$ cat config.mk
export PLATFORM = sky130hd
export DESIGN_NAME = membus_bridge
export DESIGN_NICKNAME = d
export VERILOG_FILES = /design/src/rtl/membus_pkg.sv /design/src/rtl/membus_bridge.sv
export SDC_FILE = /design/constraint.sdc
export NUM_CORES = 1
export LEC_CHECK = 0
export ABC_AREA = 1
export BUFFER_PORTS_ARGS = -buffer_cell sky130_fd_sc_hd__buf_2
export CORE_ASPECT_RATIO = 0.6
export CORE_UTILIZATION = 50
export CTS_CLUSTER_DIAMETER = 120
export DETAILED_ROUTE_END_ITERATION = 16
export PLACE_DENSITY = 0.9
export RECOVER_POWER = 50
export SYNTH_ARGS = -nofsm -noshare
export SYNTH_HDL_FRONTEND = slang
export SYNTH_SLANG_ARGS = --single-unit
export TNS_END_PERCENT = 10
$ cat constraint.sdc
create_clock -name i_clk -period 8.55 [get_ports i_clk]
set_input_delay 2.565 -clock i_clk [delete_from_list [all_inputs] [get_ports i_clk]]
set_output_delay 2.565 -clock i_clk [all_outputs]
set_load 0.05 [all_outputs]
$ cat src/rtl/membus_pkg.sv
// Shared constants and state encoding for the PDP-6 memory-bus bridge.
package membus_pkg;

  localparam int unsigned ADDR_W  = 18;
  localparam int unsigned WORD_W  = 36;
  localparam int unsigned TIMEOUT = 16;

  typedef enum logic [2:0] {
    IDLE,
    RD,
    WACK,
    WWAIT,
    WR,
    REL
  } state_t;

endpackage

$ cat src/rtl/membus_bridge.sv
// PDP-6 memory-bus cycle to single-beat memory master bridge.
// Runs read, write and read-modify-write cycles against a slave that may stall
// with waitrequest. Optional macro MEMBUS_BRIDGE_TIMEOUT_EN adds a stall
// counter that aborts a stuck access and raises o_nxm.
module membus_bridge #(
  parameter int unsigned ADDR_W = membus_pkg::ADDR_W,
  parameter int unsigned WORD_W = membus_pkg::WORD_W
`ifdef MEMBUS_BRIDGE_TIMEOUT_EN
  ,
  parameter int unsigned TIMEOUT = membus_pkg::TIMEOUT
`endif
) (
  input  logic              i_clk,
  input  logic              i_reset,
  input  logic              i_rq_cyc,
  input  logic              i_rd_rq,
  input  logic              i_wr_rq,
  input  logic [ADDR_W-1:0] i_ma,
  input  logic [WORD_W-1:0] i_mb_in,
  input  logic              i_wr_rs,
  output logic              o_addr_ack,
  output logic              o_rd_rs,
  output logic [WORD_W-1:0] o_mb_out,
  output logic              o_busy,
  output logic              o_nxm,
  output logic [ADDR_W-1:0] o_address,
  output logic              o_read,
  output logic              o_write,
  output logic [WORD_W-1:0] o_writedata,
  input  logic [WORD_W-1:0] i_readdata,
  input  logic              i_waitrequest
);

  import membus_pkg::*;

  state_t              state, state_d;
  logic                wr_flag, wr_flag_d;
  logic [ADDR_W-1:0]   address_d;
  logic [WORD_W-1:0]   mb_out_d, writedata_d;
  logic                read_d, write_d, addr_ack_d, rd_rs_d;

`ifdef MEMBUS_BRIDGE_TIMEOUT_EN
  localparam int unsigned CNT_W = $clog2(TIMEOUT + 1);
  logic [CNT_W-1:0] cnt, cnt_d;
  logic             nxm, nxm_d;
  assign o_nxm = nxm;
`else
  assign o_nxm = 1'b0;
`endif

  // Next-state and next-output logic; strobe low inside RD marks the ack phase.
  always_comb begin
    state_d     = state;
    wr_flag_d   = wr_flag;
    address_d   = o_address;
    mb_out_d    = o_mb_out;
    writedata_d = o_writedata;
    read_d      = o_read;
    write_d     = o_write;
    addr_ack_d  = 1'b0;
    rd_rs_d     = 1'b0;
`ifdef MEMBUS_BRIDGE_TIMEOUT_EN
    cnt_d       = cnt;
    nxm_d       = nxm;
`endif
    case (state)
      IDLE: begin
        if (i_rq_cyc && (i_rd_rq || i_wr_rq)) begin
          address_d = i_ma;
          wr_flag_d = i_wr_rq;
`ifdef MEMBUS_BRIDGE_TIMEOUT_EN
          nxm_d     = 1'b0;
`endif
          if (i_rd_rq) begin
            state_d = RD;
            read_d  = 1'b1;
          end else begin
            state_d    = WACK;
            addr_ack_d = 1'b1;
          end
        end
      end
      RD: begin
        if (o_read) begin
          if (!i_waitrequest) begin
            mb_out_d = i_readdata;
            read_d   = 1'b0;
          end
`ifdef MEMBUS_BRIDGE_TIMEOUT_EN
          else if (cnt == CNT_W'(TIMEOUT - 1)) begin
            read_d  = 1'b0;
            nxm_d   = 1'b1;
            state_d = REL;
          end else begin
            cnt_d = cnt + CNT_W'(1);
          end
`endif
        end else begin
          addr_ack_d = 1'b1;
          rd_rs_d    = 1'b1;
          state_d    = wr_flag ? WWAIT : REL;
        end
      end
      WACK: begin
        state_d = WWAIT;
      end
      WWAIT: begin
        // Write restart wins over a simultaneous drop of the request.
        if (i_wr_rs) begin
          writedata_d = i_mb_in;
          write_d     = 1'b1;
          state_d     = WR;
        end else if (!i_rq_cyc) begin
          state_d = IDLE;
        end
      end
      WR: begin
        if (!i_waitrequest) begin
          write_d = 1'b0;
          state_d = REL;
        end
`ifdef MEMBUS_BRIDGE_TIMEOUT_EN
        else if (cnt == CNT_W'(TIMEOUT - 1)) begin
          write_d = 1'b0;
          nxm_d   = 1'b1;
          state_d = REL;
        end else begin
          cnt_d = cnt + CNT_W'(1);
        end
`endif
      end
      REL: begin
        if (!i_rq_cyc) state_d = IDLE;
      end
      default: begin
        state_d = IDLE;
        read_d  = 1'b0;
        write_d = 1'b0;
      end
    endcase
`ifdef MEMBUS_BRIDGE_TIMEOUT_EN
    if (state_d != state) cnt_d = '0;
`endif
  end

  // State and output registers.
  always_ff @(posedge i_clk or posedge i_reset) begin
    if (i_reset) begin
      state       <= IDLE;
      wr_flag     <= 1'b0;
      o_address   <= '0;
      o_mb_out    <= '0;
      o_writedata <= '0;
      o_read      <= 1'b0;
      o_write     <= 1'b0;
      o_addr_ack  <= 1'b0;
      o_rd_rs     <= 1'b0;
      o_busy      <= 1'b0;
`ifdef MEMBUS_BRIDGE_TIMEOUT_EN
      cnt         <= '0;
      nxm         <= 1'b0;
`endif
    end else begin
      state       <= state_d;
      wr_flag     <= wr_flag_d;
      o_address   <= address_d;
      o_mb_out    <= mb_out_d;
      o_writedata <= writedata_d;
      o_read      <= read_d;
      o_write     <= write_d;
      o_addr_ack  <= addr_ack_d;
      o_rd_rs     <= rd_rs_d;
      o_busy      <= (state_d != IDLE);
`ifdef MEMBUS_BRIDGE_TIMEOUT_EN
      cnt         <= cnt_d;
      nxm         <= nxm_d;
`endif
    end
  end

endmodule

==> flow_summary.json, run 1 <==
{
  "viasPerCell": 4.78,
  "met1_length_um": 4140,
  "hp-class": "flop to flop",
  "grt_first_pass_wirelength_um": 15500,
  "hpwl_um": 7220,
  "cts_setup_buffers": 0,
  "path_common_cell": "clkbuf_1",
  "top_layer": "met4",
  "wire_per_inst_um": 14.0,
  "skew_ns": 0.00642,
  "cts_root_buffer": "clkbuf_16",
  "fp-row-count": 25,
  "grt-ovfl-total": 0,
  "start_util": 0.517,
  "grt_start_max_net_pins": 73,
  "htree_num_levels": 3,
  "grt_pass1_vias": 3214,
  "diodes": 0,
  "cp.required_ns": 8.66,
  "critical_path.cell_chain": "clkbuf_1 > inv_1 > nand3_2 > clkbuf_1 > o21ai_0",
  "final_antenna_net_count": 0,
  "violations": "capacitance limit, slew limit",
  "cts_tree": "yes",
  "ys_ff_latch": 99,
  "wl_met3_um": 801,
  "die_h_um": 71.9,
  "wirelength_um": 9660,
  "max_clock_freq_mhz": 209,
  "rsz0062_at_grt": "no",
  "finalCritPeriodShare": 0.559,
  "wl_met2_um": 4590,
  "synthDistinctLibCells": 27,
  "maxCapViolCount": 2,
  "ys_warn_count": 0,
  "hold_violations": 0,
  "fp.coreArea_sq_um": 7880,
  "io_buffers": 191,
  "first_iter_violations": 187,
  "avgSynthCellArea_sq_um": 10.6,
  "synth_area_sq_um": 4080,
  "layout.nets": 674,
  "synth_cells": 386,
  "worst_setup_path_start_kind": "input port",
  "ios": 193,
  "clk_path_buf_depth": 2,
  "layout-drive-gt1-share": 0.347,
  "worst_pin_slew_ns": 2.35,
  "gp_congestion": 0.857,
  "critPathMaxStageDelay_ns": 1.66,
  "antenna_found_initial": 0,
  "cts_buffers": 9,
  "synthesis.nets": 485,
  "drc": 0,
  "clkSinkCount": 99,
  "die_x_um": 119,
  "cp_slowest_cell": "clkbuf_1",
  "syn2layout_area_growth_pct": 30.4,
  "cts-resized-gates": 0,
  "dieArea_sq_um": 8530,
  "tns_ns": 0,
  "crit_fanout": 72,
  "clk_pin_slew_ns": 0.06,
  "min_period_ns": 4.78,
  "cts_hold_buf": 0,
  "dr_total_vias": 3292,
  "crit_path_end_kind": "flop",
  "drt_pre_antenna_iters": 4,
  "slew_viol_final": 113,
  "outcome": "finished with violations",
  "grt_usage": 0.237,
  "insertion_delay_ns": 0.33,
  "slew_headroom": -0.566,
  "setup_viol": 0,
  "arrival_ns": 4.88,
  "crit_type": "input port to flop",
  "yosysSeqAreaShare": 0.608
}
==> kinds of logic (layout without fill, tap and decap cells) <==
kind of cell | count (synthesis) | count (layout) | synth area share
AO/OA/AOI/OAI | 47 | 47 | 0.0605
adder cells (fa/ha/maj) | 2 | 2 | 0.00614
buffers and inverters | 70 | 264 | 0.0792
flip-flops | 99 | 99 | 0.608
multiplexers | 36 | 36 | 0.116
other | 1 | 1 | 0.000920
AND/OR/NAND/NOR | 131 | 131 | 0.130
==> flip-flops by register name (all words and copies together) (netlist names), 3 cells and up <==
signal       flops
o_address       18
o_mb_out        36
state            3
o_writedata     36
==> worst max-delay path: cells and delay by family <==
kind / cells / cell delay, ns
and+or+nand+nor: 1 / 0.07
AOI/OAI and AO/OA: 1 / 0.27
buffers and inverters: 3 / 1.94
==> final timing paths <==
check,to,slack (ns),start,cells past startpoint
min in group asynchronous,o_writedata[25],2.62,i_reset,2
max in group asynchronous,wr_flag,4.50,i_reset,3
setup / recovery,o_mb_out[15],3.77,i_waitrequest,5
setup reg to reg,o_mb_out[15],5.42,state[1],6
hold reg to reg,o_mb_out[17],0.48,o_mb_out[17],2
hold / removal,o_mb_out[17],0.48,o_mb_out[17],2
==> cell usage in the layout (no fill, tap or decap), types with 2 or more instances in the layout <==
cell type   netlist  routed
buf_2             7     141
nand2_1         112     112
dfrtp_1          99      99
inv_1            53      52
clkbuf_1          0      52
o21ai_0          12      39
mux2_4           18      18
mux2_2           18      18
clkbuf_16         0       9
nor2_1            5       6
nand3_1           5       5
clkinvlp_4        0       4
nand2_2           1       2
nor2_2            3       2
clkinvlp_2        0       2
o21bai_1          2       2
nand4_1           2       2
a21oi_1           2       2
ha_1              2       2
bufinv_16         0       2
==> cells in the mapped netlist <==
library cell  count  area (sq um)
nor3_1            1          5.00
nor2_2            3          18.8
buf_6             5          56.3
nand4_1           2          12.5
nand2_1         112           420
o21ai_0          12          60.1
inv_2             1          3.75
o211ai_1          1          7.51
buf_4             3          22.5
nand2_2           1          6.26
buf_2             7          35.0
inv_4             1          6.26
o22ai_1           1          6.26
a21boi_0          1          7.51
mux2_4           18           270
o21bai_1          2          15.0
mux2_2           18           203
nand2_4           1          11.3
conb_1            1          3.75
o21ai_1          28           140
dfrtp_1          99          2480
ha_1              2          25.0
nand3_2           1          10.0
nor2_1            5          18.8
nand3_1           5          25.0
inv_1            53           199
a21oi_1           2          10.0
==> layer usage <==
metal | GRT usage | vias up
met4 | 0.0647 | 0
met5 | 0 | -
met1 | 0.300 | 1536
li1 | - | 1576
met3 | 0.0778 | 17
met2 | 0.398 | 163
==> cell type report <==
type | instances | area [sq um]
fill | 634 | 2570
inverter | 55 | 209
sequential | 99 | 2480
tap | 108 | 135
multi-input combinational | 217 | 1270
timing repair buffer | 193 | 905
clock buffer | 10 | 229
clock inverter | 6 | 90.1
==> per-stage QoR <==
| stage | worst slack, ns | util | hold WS [ns] | std cells | instance area, sq um |
|---|---|---|---|---|---|
| 2_1_floorplan | 3.39 | - | 0.516 | 386 | 4080 |
| 3_3_place_gp | 4.60 | 0.644 | 0.459 | 672 | 5070 |
| 3_5_place_dp | 4.52 | 0.644 | 0.468 | 672 | 5070 |
| 4_1_cts | 4.86 | 0.684 | 0.485 | 688 | 5390 |
| 5_1_grt | 3.38 | 0.674 | 0.515 | 688 | 5310 |
| 6_report | 3.77 | 0.674 | 0.484 | 688 | 5310 |
Power of run 1 is left out: the tool's default activity adds up to more than one toggle a clock period on the data nets, which glitch-free logic cannot reach.
==> run 2: changes to the inputs <==
ABC_AREA = 0   (was 1)
CORE_UTILIZATION = 46   (was 50)
PLACE_DENSITY = 0.85   (was 0.9)
clock period = 4.4 ns   (was 8.55 ns; I/O delays follow)
==> run 2 against run 1 <==
  * Non-clock buffer count up 2
  * The run still ends with capacitance limit, slew limit left
  * Via count is 17% lower
  * Sequential share of layout area is 1.0 points higher
  * Critical path depth is 1 lower
  * Flip-flop and latch count did not move
  * Setup slack worse by 2.7 ns
  * Critical endpoint is now o_writedata[35]
  * Core utilization down 3.5 points
  * Clock skew up 0.0021 ns
  * Register-to-register slack worse by 4.0 ns
  * Critical path type unchanged
  * Die area increased by 6.1%
==> flow_summary.json, run 2 <==
{
  "outcome": "finished with violations",
  "violations": "capacitance limit, slew limit",
  "drc": 0,
  "cts-resized-gates": 0,
  "cts_tree": "yes",
  "top_regs": "o_mb_out x36, o_writedata x36, o_address x18",
  "layout.nets": 541,
  "tns_ns": 0,
  "fp.coreArea_sq_um": 8130,
  "worst_setup_path_start_kind": "input port",
  "synth_area_sq_um": 3980,
  "dieArea_sq_um": 9050,
  "viasPerCell": 4.96,
  "synthDistinctLibCells": 33,
  "dr_total_vias": 2748,
  "clk_path_buf_depth": 2,
  "layout-drive-gt1-share": 0.496,
  "cts_buffers": 9,
  "die_h_um": 74.1,
  "ios": 193,
  "slew_headroom": -0.119,
  "synth_cells": 250,
  "synthesis.nets": 349,
  "hold_violations": 0,
  "r2r_end": "o_writedata[35]",
  "yosysMostFrequentCell": "dfrtp_1",
  "rsz0062_at_grt": "no",
  "crit_start": "i_wr_rs",
  "synth_area_leaders": "dfrtp_1, mux2_1, mux2_2, mux2_4, buf_6",
  "grt_pass1_vias": 2741,
  "cts_hold_buf": 0,
  "finalCritPeriodShare": 0.762,
  "arrival_ns": 3.57,
  "crit_fanout": 26,
  "synth-edff-count": 0,
  "grt_usage": 0.208,
  "drt_pre_antenna_iters": 4,
  "yosysTopAreaCell": "dfrtp_1",
  "cp.required_ns": 4.62,
  "antenna_found_initial": 0,
  "synthFlopType": "dfrtp_1",
  "reg2reg_from": "state[0]",
  "insertion_delay_ns": 0.34,
  "fp-row-count": 25,
  "synth_top_family_by_area": "multiplexers",
  "async_reset_ff_frac": 1.00,
  "cts_root_buffer": "clkbuf_16",
  "cp_slowest_cell": "clkbuf_1",
  "start_util": 0.490,
  "reg2regPathDepth": 4,
  "io_buffers": 191,
  "critPathMaxStageDelay_ns": 1.23,
  "final_cell_mix": "buf_2, dfrtp_1, mux2_1",
  "placed_area_sq_um": 4970,
  "first_iter_violations": 120,
  "skew_ns": 0.00849,
  "final_antenna_net_count": 0,
  "htree_num_levels": 3,
  "synth-xor-area-share": 0,
  "wirelength_um": 9180,
  "die_x_um": 122,
  "hp-class": "flop to flop",
  "slew_viol_final": 111,
  "ys_ff_latch": 99,
  "yosysTopAreaCellShare": 0.622,
  "netlist_top_cells_count": "dfrtp_1, mux2_1, mux2_2",
  "synthAdderAreaFrac": 0.00628,
  "fin_area_sq_um": 5200,
  "gp_congestion": 0.804,
  "setup_viol": 0,
  "final_common_cell": "buf_2",
  "rrSetupSlack_ns": 1.47,
  "syn2layout_area_growth_pct": 30.5,
  "critical_path.cell_chain": "clkbuf_1 > nand3_1 > clkbuf_1 > mux2_2",
  "maxCapViolCount": 2,
  "crit_path_end_kind": "flop",
  "cts_setup_buffers": 0,
  "grt_first_pass_wirelength_um": 13900,
  "avgSynthCellArea_sq_um": 15.9,
  "grt_start_max_net_pins": 84,
  "cp-endpoint": "o_writedata[35]",
  "synth_compound_area_frac": 0.0311,
  "ys_warn_count": 0,
  "yosysSeqAreaShare": 0.622,
  "wire_per_inst_um": 16.6,
  "synth-simple-area-share": 0.0371,
  "hpwl_um": 6780,
  "max_clock_freq_mhz": 298,
  "grt-ovfl-total": 0,
  "min_period_ns": 3.35,
  "path_common_cell": "clkbuf_1",
  "worst_pin_slew_ns": 1.68,
  "muxShareOfSynthArea": 0.264,
  "crit_type": "input port to flop",
  "diodes": 0,
  "clk_pin_slew_ns": 0.06,
  "clkSinkCount": 99,
  "hold_depth": 1
}
[run 2: changes by cell type after synthesis, sizes merged, moves of 3 or more]
cell | previous run | this run
nand3 | 6 | 2
mux2 | 36 | 90
nor2 | 8 | 3
nand2b | 0 | 3
a31oi | 0 | 3
o21ai | 40 | 3
nand2 | 114 | 7
inv | 55 | 4
[run 2: metrics by stage]
step / util / setup WS [ns] / hold slack [ns] / std cells
floorplan: - / 0.490 / 0.479 / 250
finish: 0.639 / 1.05 / 0.489 / 554
CTS: 0.648 / 1.62 / 0.491 / 554
global placement: 0.611 / 1.38 / 0.461 / 539
global route: 0.639 / 0.836 / 0.511 / 554
detailed placement: 0.611 / 1.28 / 0.476 / 539
[run 2: per-layer routing]
metal | part of all wire | GRT usage | wire [um] | up-vias
li1 | - | - | - | 1264
met3 | 0.082 | 0.0798 | 751 | 11
met2 | 0.49 | 0.353 | 4480 | 124
met5 | 0 | 0 | 0 | -
met4 | 0.0098 | 0.0569 | 90 | 0
met1 | 0.42 | 0.254 | 3860 | 1349
[run 2: area by class of cell]
class / instances / area, sq um
fillers: 656 / 2940
flip-flops and latches: 99 / 2480
multi-input cells: 133 / 1330
repair buffers: 195 / 937
clock buffers: 10 / 239
well taps: 108 / 135
clock inverters: 5 / 62.6
inverters: 4 / 15.0
[run 2: worst min-delay path by stage]
stage / startpoint / slack, ns / endpoint
2_1_floorplan: wr_flag / 0.48 / wr_flag
3_3_place_gp: o_write / 0.46 / o_write
3_5_place_dp: o_mb_out[35] / 0.48 / o_mb_out[35]
4_1_cts: o_writedata[9] / 0.49 / o_writedata[9]
5_1_grt: o_writedata[7] / 0.51 / o_writedata[7]
6_report: o_writedata[20] / 0.49 / o_writedata[20]
[run 2: worst max-delay path: cells and delay by family]
family                 cells  cell delay (ns)
buffers and inverters      2             1.33
multiplexers               1             0.44
AND/OR/NAND/NOR            1             0.46
[run 2: logic make-up after synthesis]
| group | Yosys count |
|---|---|
| buf+inv | 18 |
| compound gates | 17 |
| mux | 90 |
| flops | 99 |
| simple gates | 23 |
| fa+ha+maj | 2 |
| other cells | 1 |
Power of run 2 is left out for the same reason.
